`src/rtl/crc_serial_encoder.sv`:
```
// Bit-serial CRC encoder: shifts a packet out LSB-first and appends the complemented CRC.
// Optional feature macro CRC_ENC_BYPASS_EN adds a crc_bypass input that suppresses the CRC tail.
module crc_serial_encoder #(
    parameter int               PKT_W     = 72,
    parameter int               CRC_W     = 16,
    parameter logic [CRC_W-1:0] POLY      = 16'h8005,
    parameter int               SKIP_BITS = 8,
    parameter int               LEN_W     = $clog2(PKT_W + 1)
) (
    input  logic             clock,
    input  logic             reset_n,
    input  logic             pkt_ready,
    input  logic [PKT_W-1:0] pkt_in,
    input  logic [LEN_W-1:0] pkt_len,
`ifdef CRC_ENC_BYPASS_EN
    input  logic             crc_bypass,
`endif
    input  logic             bs_ready,
    output logic             out_bit,
    output logic             out_valid,
    output logic             busy,
    output logic             done
);

    localparam int                FIDX_W   = $clog2(CRC_W);
    localparam logic [LEN_W-1:0]  SKIP_LEN = LEN_W'(SKIP_BITS);
    localparam logic [LEN_W-1:0]  MAX_LEN  = LEN_W'(PKT_W);
    localparam logic [FIDX_W-1:0] FIDX_TOP = FIDX_W'(CRC_W - 1);

    typedef enum logic [1:0] {IDLE, SKIP, DATA, FLUSH} state_t;

    state_t             state_q, state_d;
    logic [PKT_W-1:0]   shift_q, shift_d;
    logic [LEN_W-1:0]   len_q, len_d;
    logic [LEN_W-1:0]   cnt_q, cnt_d;
    logic [CRC_W-1:0]   crc_q, crc_d;
    logic [FIDX_W-1:0]  fidx_q, fidx_d;
    logic               done_q, done_d;
    logic               xfer;
    logic               last_pkt;
    logic               no_crc;
    logic [LEN_W-1:0]   cnt_inc;

    function automatic logic [LEN_W-1:0] clamp_len(input logic [LEN_W-1:0] l);
        if (l < SKIP_LEN)
            return SKIP_LEN;
        else if (l > MAX_LEN)
            return MAX_LEN;
        else
            return l;
    endfunction

    function automatic logic [CRC_W-1:0] crc_step(input logic [CRC_W-1:0] r, input logic b);
        logic fb;
        fb = b ^ r[CRC_W-1];
        return {r[CRC_W-2:0], 1'b0} ^ (fb ? POLY : '0);
    endfunction

`ifdef CRC_ENC_BYPASS_EN
    logic bypass_q, bypass_d;
    assign no_crc = bypass_q;
`else
    assign no_crc = 1'b0;
`endif

    assign busy      = (state_q != IDLE);
    assign out_valid = busy;
    assign xfer      = busy && bs_ready;
    assign cnt_inc   = cnt_q + LEN_W'(1);
    assign last_pkt  = (cnt_inc == len_q);
    // During FLUSH the frozen remainder is sent MSB-first, inverted.
    assign out_bit   = (state_q == FLUSH) ? ~crc_q[fidx_q] : (busy & shift_q[0]);
    assign done      = done_q;

    always_comb begin
        state_d  = state_q;
        shift_d  = shift_q;
        len_d    = len_q;
        cnt_d    = cnt_q;
        crc_d    = crc_q;
        fidx_d   = fidx_q;
        done_d   = 1'b0;
`ifdef CRC_ENC_BYPASS_EN
        bypass_d = bypass_q;
`endif
        case (state_q)
            IDLE: begin
                if (pkt_ready) begin
                    shift_d  = pkt_in;
                    len_d    = clamp_len(pkt_len);
                    crc_d    = '1;
                    cnt_d    = '0;
                    fidx_d   = FIDX_TOP;
`ifdef CRC_ENC_BYPASS_EN
                    bypass_d = crc_bypass;
`endif
                    state_d  = SKIP;
                end
            end
            SKIP: begin
                if (xfer) begin
                    shift_d = shift_q >> 1;
                    cnt_d   = cnt_inc;
                    if (cnt_inc == SKIP_LEN) begin
                        if (!last_pkt) begin
                            state_d = DATA;
                        end else if (no_crc) begin
                            state_d = IDLE;
                            done_d  = 1'b1;
                        end else begin
                            state_d = FLUSH;
                        end
                    end
                end
            end
            DATA: begin
                if (xfer) begin
                    crc_d   = crc_step(crc_q, shift_q[0]);
                    shift_d = shift_q >> 1;
                    cnt_d   = cnt_inc;
                    if (last_pkt) begin
                        if (no_crc) begin
                            state_d = IDLE;
                            done_d  = 1'b1;
                        end else begin
                            state_d = FLUSH;
                        end
                    end
                end
            end
            FLUSH: begin
                if (xfer) begin
                    if (fidx_q == '0) begin
                        state_d = IDLE;
                        done_d  = 1'b1;
                    end else begin
                        fidx_d = fidx_q - FIDX_W'(1);
                    end
                end
            end
            default: state_d = IDLE;
        endcase
    end

    always_ff @(posedge clock or negedge reset_n) begin
        if (!reset_n) begin
            state_q  <= IDLE;
            len_q    <= '0;
            cnt_q    <= '0;
            crc_q    <= '1;
            fidx_q   <= '0;
            done_q   <= 1'b0;
`ifdef CRC_ENC_BYPASS_EN
            bypass_q <= 1'b0;
`endif
        end else begin
            state_q  <= state_d;
            len_q    <= len_d;
            cnt_q    <= cnt_d;
            crc_q    <= crc_d;
            fidx_q   <= fidx_d;
            done_q   <= done_d;
`ifdef CRC_ENC_BYPASS_EN
            bypass_q <= bypass_d;
`endif
        end
    end

    // Packet data is only observed while busy, so the shifter needs no reset.
    always_ff @(posedge clock) begin
        shift_q <= shift_d;
    end

endmodule

```
`config.mk`:
```
export PLATFORM = sky130hd
export DESIGN_NAME = crc_serial_encoder
export DESIGN_NICKNAME = d
export VERILOG_FILES = /design/src/rtl/crc_serial_encoder.sv
export SDC_FILE = /design/constraint.sdc
export NUM_CORES = 1
export LEC_CHECK = 0
export BUFFER_PORTS_ARGS = -buffer_cell sky130_fd_sc_hd__buf_4
export CAP_MARGIN = 20
export CELL_PAD_IN_SITES_DETAIL_PLACEMENT = 1
export CELL_PAD_IN_SITES_GLOBAL_PLACEMENT = 1
export CORE_ASPECT_RATIO = 0.5
export CORE_MARGIN = 2
export CORE_UTILIZATION = 40
export CTS_CLUSTER_SIZE = 16
export DETAILED_ROUTE_END_ITERATION = 8
export MAX_ROUTING_LAYER = met4
export PLACE_DENSITY_LB_ADDON = 0.25
export REMOVE_ABC_BUFFERS = 1
export SYNTH_ARGS = -nofsm -noshare
export SYNTH_HDL_FRONTEND = slang
export SYNTH_SLANG_ARGS = --single-unit
```
`constraint.sdc`:
```
create_clock -name clock -period 14.2 [get_ports clock]
set_input_delay 1.42 -clock clock [delete_from_list [all_inputs] [get_ports clock]]
set_output_delay 1.42 -clock clock [all_outputs]
set_load 0.02 [all_outputs]
```
Word-level counts from Yosys, hierarchy flattened
Index checks and enable logic that the tools add are counted.
W data, S select, Z words.
{"block": "word_totals", "regBits": 109, "latch_bits": 0, "ramBits": 0, "romBits": 0, "inputBits": 83, "out_inout_bits": 4, "wordCells": 74, "memories": 0}
{"block": "classes", "add_sub_neg": 2, "n_mul": 0, "div": 0, "magnitude_cmp": 3, "n_eq_ne": 14, "shift": 0, "n_mux": 31, "n_bitwise": 4, "n_reduce_logical": 13}
{"cell": "$mux W72", "n": 2}
{"cell": "$pmux W72 S2", "n": 1}
{"cell": "$mux W16", "n": 3}
{"cell": "$pmux W16 S2", "n": 1}
{"cell": "$mux W7", "n": 4}
{"cell": "$xor A16 B16 Y16", "n": 1}
{"cell": "$mux W2", "n": 7}
{"cell": "$ne A2 B2 Y1 const B", "n": 7}
{"cell": "$pmux W7 S2", "n": 1}
{"cell": "$mux W4", "n": 3}
{"cell": "$pmux W2 S4", "n": 1}
{"cell": "$pmux W4 S2", "n": 1}
{"cell": "$reduce_bool A2 Y1", "n": 4}
{"cell": "$add A7 B1 Y7 const B", "n": 1}
{"cell": "$eq A7 B4 Y1 const B", "n": 1}
{"cell": "$eq A7 B7 Y1", "n": 1}
{"cell": "$gt A7 B7 Y1 const B", "n": 1}
{"cell": "$lt A7 B4 Y1 const B", "n": 1}
{"cell": "$reduce_and A7 Y1", "n": 1}
{"cell": "$mux W1", "n": 6}
{"cell": "$reduce_and A3 Y1", "n": 2}
{"cell": "$lt A4 B5 Y1 const B", "n": 1}
{"cell": "$bmux W1 S4", "n": 1}
{"cell": "$eq A2 B2 Y1 const B", "n": 2}
{"cell": "12 further kinds", "n": 13}

Depth between registers and ports, before layout
{"block": "depth", "ltp_word": 6, "ltp_mapped": 9}

Least setup slack after synthesis
OpenSTA, ideal clock, no wires.
{"block": "synth_path", "kind": "in2reg", "startpoint": "input pkt_ready", "endpoint": "register cnt_q[1]", "setup_ns": 0.384, "arrival_ns": 6.935, "slack_ns": 6.881, "path_stages": 3, "n_path_buf": 0, "path_cell_list": "nand2_1 -> o21ai_0 -> o21ai_0"}
{"block": "synth_between", "elab_chain_cells": 2}
{"element": "start, declared", "line": "12", "text": "input logic pkt_ready,"}
{"element": "$ne A2 B2 Y1 (no source line)"}
{"element": "$reduce_and A3 Y1 (no source line)"}
{"element": "end signal, assigned", "line": "159", "text": "cnt_q <= cnt_d;"}
{"element": "end, declared", "line": "35", "text": "logic [LEN_W-1:0] cnt_q, cnt_d;"}
No other way between the ends.
A chain may end at the register's enable or synchronous reset.

Final worst setup path
{"block": "layout_path", "startpoint": "register fidx_q[0]", "endpoint": "output out_bit"}
{"block": "layout_between", "elab_chain_cells": 4}
{"element": "start, declared", "line": "37", "text": "logic [FIDX_W-1:0] fidx_q, fidx_d;"}
{"element": "start signal, assigned", "line": "161", "text": "fidx_q <= fidx_d;"}
{"element": "$bmux W1 S4", "line": "72", "text": "assign out_bit = (state_q == FLUSH) ? ~crc_q[fidx_q] : (busy & shift_q[0]);"}
{"element": "$mux W1 (not written as such)", "line": "72"}
{"element": "$not A1 Y1", "line": "72"}
{"element": "$mux W1", "line": "72"}
{"element": "end, declared", "line": "19", "text": "output logic out_bit,"}
No other way between the ends. The select of a mux whose other input is x is not followed.

==> results.txt <==
The min-delay analysis places its worst path in the category reg -> reg. Sorting the synthesized cells by how often they occur yields edfxtp_1 (72), mux2_2 (71), nand2_1 (27). In this run the worst path has a maximum fanout of 8. The detailed router placed around 3200 vias in this run. In this run the clock root is driven by a clkbuf_16. Max-cap violations in this run came to 0. Of the cells placed in the final design, the portion with a size suffix greater than 1 is 0.458. The worst-case vdd ir drop is roughly 170 µV. The first TritonRoute pass finished after 4 iterations. For this run, the top clock speed supported by timing is 0.270 GHz. The share of synthesized registers carrying an async set or reset came out at 0.339.

The final wirelength is around 10000 µm. The final worst clock skew is ~0.0097 ns. The number of buffers inserted by post-CTS setup repair is 0. The mean area per synthesized cell came out at 14.2 µm². The total routing resource utilization after global routing came out at 0.161. The final-report hold violation count came out at 0.

The number of global-route vias before repair came to between 3000 and 4000. The count of nets left with antenna violations once routing finished came out at 0. The initial cell density of the core came out at 0.409.

The share of the yosys chip area belonging to registers came out at 0.600. After filler insertion, the fill cell instance count of the layout stands at between 1000 and 1500. The count of buffers added on input and output ports is 86. The area of all placed cells without fillers is roughly 6300 µm². The placement-stage cell area came out at 5970 µm². The number of gates given a new drive strength after cts came out at 0. The max-slew violation count is 0. The endpoint required time on the critical path is between 10 and 15 ns. The final net count came out at roughly 530. The number of clock sinks came out at approximately 110. The pin count of the biggest net entering global routing came out at 87. By area the synthesized netlist is led by edfxtp_1 (42%), mux2_2 (15%), dfrtp_1 (10%). The normalized max-slew margin came out at 0.293. The most used flip-flop cell after synthesis is edfxtp_1.

The buffer depth of the longest clock path is 2. STA classifies the critical path endpoint as an output port. The category of the critical setup timing path is reg -> out.

The data arrival time of the critical path came out at 2.29 ns. Measured along the x axis, the die boundary spans about 160 µm. The number of instances in the synthesized netlist came out at ~370. The largest total area in the synthesized netlist belongs to edfxtp_1.

The I/O pin count came out at 87. Setup violations remaining at the end of the flow were counted as 0. The die outline height came out at roughly 84 µm. In the finished design, the share of the clock period the worst path needs comes to 0.261.

The final period demand of the worst path is ~3.7 ns. The CTS tree is built. The run finished with clean final reports.

Summed over all nets, the half-perimeter wirelength after detailed placement is approximately 7000 µm. The number of antenna violations at the first check in global routing came out at 0. The total DRC errors in the routed layout came out at 0.

The global-route wire length before repair came out at ~17000 µm. The leakage power is approximately 2.3 nW. After clock tree synthesis, the clock-pin slew on the worst setup and hold paths is about 0.08 ns. After floorplanning, the core was divided into 29 placement rows. The total negative setup slack came out at 0 ns. The global-route congestion overflow total came out at 0.

The number of synthesis warnings is 0. Dividing the detail-routed wire length by the instance count gives roughly 17 µm. The slew at the pin closest to its max-slew limit is roughly 1.1 ns.

The region available for standard cell placement spans between 10000 and 15000 µm². The routability congestion estimate from global placement came out at 0.724. The synthesized design contains between 100 and 150 register bits. The average vias per placed instance is around 5.2. STA classifies the critical path startpoint as a register. From synthesis to final layout, the design area changed by 20.7%. The DRC violation total after the first TritonRoute iteration is 167. edfxtp_1 is the most common cell in the netlist. The power density of the placed cells came out at around 240 nW/µm². The proportion of netlist area held by the largest area contributor is 0.417.

The clock buffer count from CTS is 9. In this run, synthesis inferred a little over 70 flip-flops with an integrated enable. Setup repair after global routing left no endpoint under its margin. Counting distinct cell types in the post-synthesis netlist gives 54. The clock latency on the worst-skew pair came out at 0.34 ns.

The count of hold buffers inserted by post-cts repair is 0. CTS built an H-tree with a depth of 3. The post-synth design cell area came out at between 5000 and 6000 µm². The total die area is around 14000 µm². The number of diodes added for antenna fixing is 0.
stage by stage:
stage / hold WS [ns] / power (mW) / cells / utilization / setup slack, ns
finish: 0.515 / 1.51 / 618 / 0.494 / 10.49
global route: 0.546 / 1.60 / 618 / 0.494 / 10.35
CTS: 0.519 / 1.53 / 618 / 0.494 / 10.46
detailed placement: 0.504 / 1.28 / 602 / 0.472 / 10.31
global placement: 0.497 / 1.26 / 602 / 0.472 / 10.38
floorplan: 0.469 / 1.15 / 344 / - / 6.38
cells by family after synthesis:
group	share of synthesized area
AO/OA/AOI/OAI	0.0942
XOR/XNOR	0.0271
adder cells (fa/ha/maj)	0.0145
buffers and inverters	0.0275
flip-flops	0.600
multiplexers	0.180
AND/OR/NAND/NOR	0.0565
cell type report:
| class | count | area (µm²) | area share |
|---|---|---|---|
| Timing Repair Buffer | 88 | 661 | 0.106 |
| Clock inverter | 7 | 57.6 | 0.00920 |
| Inverter | 10 | 37.5 | 0.00600 |
| Clock buffer | 9 | 225 | 0.0360 |
| Multi-Input combinational cell | 225 | 1950 | 0.312 |
| Sequential cell | 109 | 3110 | 0.497 |
| Tap cell | 170 | 213 | 0.0340 |
sequential cells by signal (all words and copies together) (netlist names):
name,count
done,1
state_q,2
cnt_q,7
shift_q,72
len_q,7
crc_q,16
fidx_q,4
worst max-delay path, cell delays in order, from the launching register on:
cell and delay, ns:
dfrtp_1 0.55, mux4_2 0.56, mux4_2 0.48, nor2_1 0.12, a31o_1 0.11, buf_4 0.13
metal layers:
metal  vias up  wire length (µm)  share of wire  GRT usage
li1       1536                 -              -          -
met1      1646              4670           0.45      0.199
met2        46              5210           0.51      0.270
met3         7               336          0.033     0.0361
met4         0                96         0.0093     0.0427
met5         -                 0              0          -
cell usage in the layout, fill, tap and decap left out, types with 3 or more instances in the layout:
cell type	netlist	final
nand2_1	27	27
nor2b_1	3	3
o22a_1	15	15
nor3_1	4	4
mux4_2	5	5
o21ai_0	14	13
mux2_2	71	71
nor2_1	9	9
ha_1	6	5
edfxtp_1	72	72
a22o_1	3	3
nand3_1	7	7
dfrtp_1	21	21
xor2_1	10	10
buf_4	1	88
a21oi_1	11	11
clkbuf_16	0	9
dfstp_2	16	16
inv_1	9	9
xnor2_1	6	6
path summary, 6_finish.rpt:
check                      startpoint         to  slack [ns]  cells after the start
min in group asynchronous     reset_n   cnt_q[6]        1.03                      1
hold reg to reg              len_q[4]   len_q[4]        0.51                      2
setup reg to reg           state_q[1]  crc_q[15]       11.09                      7
hold / removal               len_q[4]   len_q[4]        0.51                      2
setup / recovery            fidx_q[0]    out_bit       10.49                      5
max in group asynchronous     reset_n   crc_q[7]       12.80                      1
power by group:
part	total (mW)	leakage [nW]	internal [mW]	switching, mW
logic	0.599	1.11	0.299	0.300
clock network	0.240	0.136	0.122	0.118
registers	0.668	1.10	0.589	0.0785
total	1.51	2.35	1.01	0.497
Power figures use the tool's default switching activity.
